<file path="config.mk">
export PLATFORM = sky130hd
export DESIGN_NAME = key_event_gen
export DESIGN_NICKNAME = d
export VERILOG_FILES = /design/src/rtl/key_event_gen.sv
export SDC_FILE = /design/constraint.sdc
export NUM_CORES = 1
export LEC_CHECK = 0
export CELL_PAD_IN_SITES_DETAIL_PLACEMENT = 1
export CELL_PAD_IN_SITES_GLOBAL_PLACEMENT = 1
export CORE_UTILIZATION = 43
export CTS_CLUSTER_SIZE = 10
export DETAILED_ROUTE_END_ITERATION = 8
export PLACE_DENSITY_LB_ADDON = 0.1
export RECOVER_POWER = 50
export REMOVE_ABC_BUFFERS = 1
export SETUP_SLACK_MARGIN = 0.5
export SYNTH_ARGS = -nofsm -noshare
export SYNTH_HDL_FRONTEND = slang
export SYNTH_SLANG_ARGS = --single-unit
</file>
<file path="constraint.sdc">
create_clock -name Clk -period 2 [get_ports Clk]
set_input_delay 0.4 -clock Clk [delete_from_list [all_inputs] [get_ports Clk]]
set_output_delay 0.4 -clock Clk [all_outputs]
set_load 0.02 [all_outputs]
</file>
<file path="src/rtl/key_event_gen.sv">
`default_nettype none
// +--------------------------------------------------------------------------+
// | Module      : key_event_gen                                              |
// | Description : Multi-channel key-event generator. Each channel debounces  |
// |               a raw key level and turns it into a one-cycle press pulse, |
// |               a one-cycle release pulse, a held level and optional       |
// |               auto-repeat press pulses.                                  |
// | Ports       : Clk         - single clock, rising edge                    |
// |               Reset       - synchronous, active-high                     |
// |               data[N]     - synchronised raw key levels (1 = pressed)    |
// |               repeat_en   - global auto-repeat enable                    |
// |               press_out   - pulse on accepted press and on each repeat   |
// |               release_out - pulse on accepted release                    |
// |               held_out    - high while the key is considered down        |
// | Revision    : 1.0 - initial release                                      |
// +--------------------------------------------------------------------------+
module key_event_gen #(
    parameter int N             = 8,
    parameter int DEBOUNCE      = 500000,
    parameter int REPEAT_DELAY  = 25000000,
    parameter int REPEAT_PERIOD = 5000000
) (
    input  logic         Clk,
    input  logic         Reset,
    input  logic [N-1:0] data,
    input  logic         repeat_en,
    output logic [N-1:0] press_out,
    output logic [N-1:0] release_out,
    output logic [N-1:0] held_out
);

    localparam int c_DW   = $clog2(DEBOUNCE + 1);
    localparam int c_RMAX = (REPEAT_DELAY > REPEAT_PERIOD) ? REPEAT_DELAY : REPEAT_PERIOD;
    localparam int c_RW   = $clog2(c_RMAX + 1);

    localparam logic [c_DW-1:0] c_DEB_LAST  = c_DW'(DEBOUNCE - 1);
    localparam logic [c_DW-1:0] c_DCNT_ONE  = c_DW'(1);
    localparam logic [c_RW-1:0] c_DLY_LAST  = c_RW'(REPEAT_DELAY - 1);
    localparam logic [c_RW-1:0] c_PER_LAST  = c_RW'(REPEAT_PERIOD - 1);
    localparam logic [c_RW-1:0] c_RCNT_ONE  = c_RW'(1);

    localparam logic [2:0] c_S_WAIT = 3'd0;
    localparam logic [2:0] c_S_HIGH = 3'd1;
    localparam logic [2:0] c_S_HOLD = 3'd2;
    localparam logic [2:0] c_S_RPT  = 3'd3;
    localparam logic [2:0] c_S_REL  = 3'd4;

    for (genvar gi = 0; gi < N; gi++) begin : g_ch
        logic            r_deb;
        logic [c_DW-1:0] r_dcnt;
        logic [2:0]      r_state;
        logic [2:0]      w_next;
        logic [c_RW-1:0] r_rcnt;
        logic            r_rpt_seen;
        logic            w_expire;
        logic            r_press;
        logic            r_release;
        logic            r_held;

        // r_rcnt holds the number of cycles since the last press pulse, so the
        // transition into RPT is taken one count before the threshold and the
        // RPT cycle lands exactly REPEAT_DELAY / REPEAT_PERIOD after it.
        assign w_expire = repeat_en &&
                          (r_rcnt == (r_rpt_seen ? c_PER_LAST : c_DLY_LAST));

        always_comb begin
            w_next = r_state;
            case (r_state)
                c_S_WAIT: if (r_deb) w_next = c_S_HIGH;
                c_S_HIGH: w_next = r_deb ? c_S_HOLD : c_S_REL;
                c_S_HOLD: begin
                    // A falling level takes priority over a repeat expiry.
                    if (!r_deb)        w_next = c_S_REL;
                    else if (w_expire) w_next = c_S_RPT;
                end
                c_S_RPT:  w_next = r_deb ? c_S_HOLD : c_S_REL;
                c_S_REL:  w_next = c_S_WAIT;
                default:  w_next = c_S_WAIT;
            endcase
        end

        always_ff @(posedge Clk) begin
            if (Reset) begin
                r_deb      <= 1'b0;
                r_dcnt     <= '0;
                r_state    <= c_S_WAIT;
                r_rcnt     <= '0;
                r_rpt_seen <= 1'b0;
                r_press    <= 1'b0;
                r_release  <= 1'b0;
                r_held     <= 1'b0;
            end else begin
                // Debounce: any agreeing sample restarts the persistence count.
                if (data[gi] == r_deb) begin
                    r_dcnt <= '0;
                end else if (r_dcnt == c_DEB_LAST) begin
                    r_deb  <= data[gi];
                    r_dcnt <= '0;
                end else begin
                    r_dcnt <= r_dcnt + c_DCNT_ONE;
                end

                r_state   <= w_next;
                // Outputs are decoded from the next state so they line up
                // with the state register they describe.
                r_press   <= (w_next == c_S_HIGH) || (w_next == c_S_RPT);
                r_release <= (w_next == c_S_REL);
                r_held    <= (w_next == c_S_HIGH) || (w_next == c_S_HOLD) ||
                             (w_next == c_S_RPT);

                // Repeat timing. Disabling repeat clears the count, so
                // re-enabling mid-hold restarts the full initial delay.
                if (!repeat_en || (r_state == c_S_WAIT) || (r_state == c_S_REL)) begin
                    r_rcnt     <= '0;
                    r_rpt_seen <= 1'b0;
                end else if ((r_state == c_S_HIGH) || (r_state == c_S_RPT)) begin
                    r_rcnt <= c_RCNT_ONE;
                    if (r_state == c_S_RPT) r_rpt_seen <= 1'b1;
                end else begin
                    r_rcnt <= r_rcnt + c_RCNT_ONE;
                end
            end
        end

        assign press_out[gi]   = r_press;
        assign release_out[gi] = r_release;
        assign held_out[gi]    = r_held;
    end

endmodule
`default_nettype wire

</file>
==> impl_metrics.env <==
export IMPL_syn_to_final_growth_pct=41.07
export IMPL_ioPinCount=35
export IMPL_core_region_area_um2=43170
export IMPL_clkLatencyLatePin_ns=0.59
export IMPL_nFillCells=4744
export IMPL_drt_initial_drc_count=799
export IMPL_fin_area_um2=26630
export IMPL_finalCoreUtilization=0.6168
export IMPL_finalCritPeriodShare=0.9751
export IMPL_grt_max_degree=25
export IMPL_ys_seq_elements=416
export IMPL_critPathKind="reg2reg"
export IMPL_crit_family="simple AND/OR/NAND/NOR gates"
export IMPL_initial_core_util=0.4373
export IMPL_antennaDiodeCount=0
export IMPL_final_layout_size_suffix_gt1_frac=0.4143
export IMPL_io_buffers=34
export IMPL_setup_viol=0
export IMPL_rsz0062_at_grt="yes"
export IMPL_syn_cell_area_um2=18880
export IMPL_post_route_drc_count=0
export IMPL_final_cell_mix="257 x buf_4, 214 x dfxtp_1, 205 x nor2_1"
export IMPL_die_h_um=211.5
export IMPL_synthArstFlopShare=0
export IMPL_synthFlopType="dfxtp_1"
export IMPL_rows=76
export IMPL_status="finished clean"
export IMPL_clockRootBuffer="clkbuf_16"
export IMPL_slew_violations=0
export IMPL_track_usage=0.2439
export IMPL_cp_arrival_ns=2.46
export IMPL_dp_hpwl_um=33270
export IMPL_path_buf_inv=1
export IMPL_yosysTopAreaCellShare=0.4412
export IMPL_hold_class="in2reg"
export IMPL_worstMarginPinSlew_ns=1.025
export IMPL_fmax_ghz=0.5128
export IMPL_clk_pin_slew_worst_paths_ns=0.06
export IMPL_critPathCaptureType="flop"
export IMPL_wl_per_cell_um=20.31
export IMPL_nets=2555
export IMPL_final_common_cell="buf_4"
export IMPL_grt_remaining_overflow=0
export IMPL_fin_skew_ns=0.01452
export IMPL_grt_antenna_before_repair=1
export IMPL_worstPathCellList="nand4_1 > or4_4 > buf_8 > or4_1 > a21oi_1"
export IMPL_holdBufCountCts=0
export IMPL_dp_cells=2838
export IMPL_wirelength_um=63660
export IMPL_cp_slowest_stage_delay_ns=0.57
export IMPL_ant_nets=0
export IMPL_maxCapViolCount=0
export IMPL_die_width_um=211.5
export IMPL_numCtsBuffers=50
export IMPL_synth_edf_count=0
export IMPL_post_synth_top_area_cell="dfxtp_1"
export IMPL_die_area_um2=44740
export IMPL_cpMaxStageDelayCell="or4_4"
export IMPL_grt_pass1_vias=18480
export IMPL_tns_ns=0
export IMPL_synth_area_leaders="dfxtp_1 44%, nor2_1 5.1%, xor2_1 5.0%"
export IMPL_place_gp_congestion=0.7843
export IMPL_cts_sinks=416
export IMPL_powerDensity_nw_per_um2=632.1
export IMPL_synth_avg_cell_area_um2=8.635
export IMPL_dr_pass1_iters=5
export IMPL_vdd_drop_max_uv=580.6
export IMPL_placed_area_um2=20590
export IMPL_seq_area_frac_synth=0.4412
export IMPL_yosysUniqueCellTypes=62
export IMPL_grt_pass1_wl_um=90910
export IMPL_ys_warn_count=0
export IMPL_postSynthCellCount=2186
export IMPL_cts_tree="built"
export IMPL_hold_violations=0
export IMPL_layout_cells_non_filler=3134
export IMPL_clk_path_buf_depth=3
export IMPL_h_tree_depth=2
export IMPL_crit_required_ns=2.51
export IMPL_critPathLaunchType="flop"
export IMPL_period_minus_slack_ns=1.950
export IMPL_p_total_mw=16.83
export IMPL_crit_fanout=7
export IMPL_viasPerCell=5.826
export IMPL_p_leak_nw=8.653
export IMPL_via_count=18260
export IMPL_slew_headroom=0.3167
## worst reg2reg max path, delay by kind of cell, from the launching register on
kind                   cells  cell delay (ns)
AND/OR/NAND/NOR            3             1.21
flip-flops                 1             0.34
buffers and inverters      1             0.16
AO/OA/AOI/OAI              1             0.15
## path summary, 6_finish.rpt
check	start	endpoint	depth (start not counted)	slack, ns
max reg2reg	g_ch[5].r_rcnt[9]$_SDFF_PP0_	g_ch[5].r_rcnt[21]$_SDFF_PP0_	5	0.05
min	Reset	g_ch[2].r_deb$_SDFFE_PP0P_	3	0.32
min reg2reg	g_ch[1].r_dcnt[0]$_SDFF_PP0_	g_ch[1].r_dcnt[0]$_SDFF_PP0_	1	0.44
max	g_ch[5].r_rcnt[9]$_SDFF_PP0_	g_ch[5].r_rcnt[21]$_SDFF_PP0_	5	0.05
## area by class of cell
class / count / area (µm²) / area share
multi-input cells: 1593 / 12100 / 0.4543
flip-flops and latches: 416 / 8751 / 0.3286
repair buffers: 407 / 3405 / 0.1278
clock buffers: 68 / 1390 / 0.05220
well taps: 585 / 732.0 / 0.02749
inverters: 60 / 225.2 / 0.008457
clock inverters: 5 / 28.78 / 0.001081
## per-stage QoR
| step | hold slack (ns) | setup WS [ns] |
|---|---|---|
| after floorplan | 0.4175 | -0.04100 |
| after global placement | 0.4296 | -0.2056 |
| after detailed placement | 0.4427 | -0.3684 |
| after CTS | 0.2958 | 0.1026 |
| after global routing | 0.3096 | -0.008967 |
| final | 0.3153 | 0.04977 |
## power breakdown
| part | switching (mW) | internal [mW] |
|---|---|---|
| logic | 0.182 | 0.141 |
| clock network | 3.51 | 4.77 |
| registers | 0.0191 | 8.22 |
## flip-flops by register name (all words and copies together), names as in the netlist
name and cells:
g_ch.r_state 24, g_ch.r_deb 8, g_ch.r_release 8, g_ch.r_rcnt 200
g_ch.r_rpt_seen 8, g_ch.r_press 8, g_ch.r_held 8, g_ch.r_dcnt 152
## layer usage
metal,up-vias,track usage,wire (µm)
li1,8629,-,-
met1,9163,0.2992,26730
met2,308,0.4377,32860
met3,158,0.03471,1807
met4,0,0.07521,2256
met5,-,0,0
## cells in the mapped netlist, drive strengths merged (10+ instances only)
library cell	number
a21oi	153
and2	24
and3	28
and4	40
buf	37
clkbuf	81
dfxtp	416
ha	16
inv	59
mux2i	10
nand2	123
nand3	125
nand4	104
nor2	256
nor2b	16
nor3	23
nor4	64
nor4b	20
nor4bb	10
o21a	17
o21ai	64
o31ai	73
or2	13
or3	63
or4	91
xnor2	84
xor2	108
## what timing repair did
action / 4_1_cts / 5_1_grt
gates cloned: 9 / 12
gates resized for setup: 546 / 522
setup endpoints to repair: 296 / 306
setup buffers: 130 / 72
pin swaps: 165 / 215
## kinds of logic after synthesis
kind of cell,synth area share
buffers and inverters,0.04083
adders and majority gates,0.01061
AOI/OAI and AO/OA,0.1062
muxes,0.005303
xor gates and xnor gates,0.08908
DFF,0.4412
and+or+nand+nor,0.3068
Power figures use the tool's default switching activity.
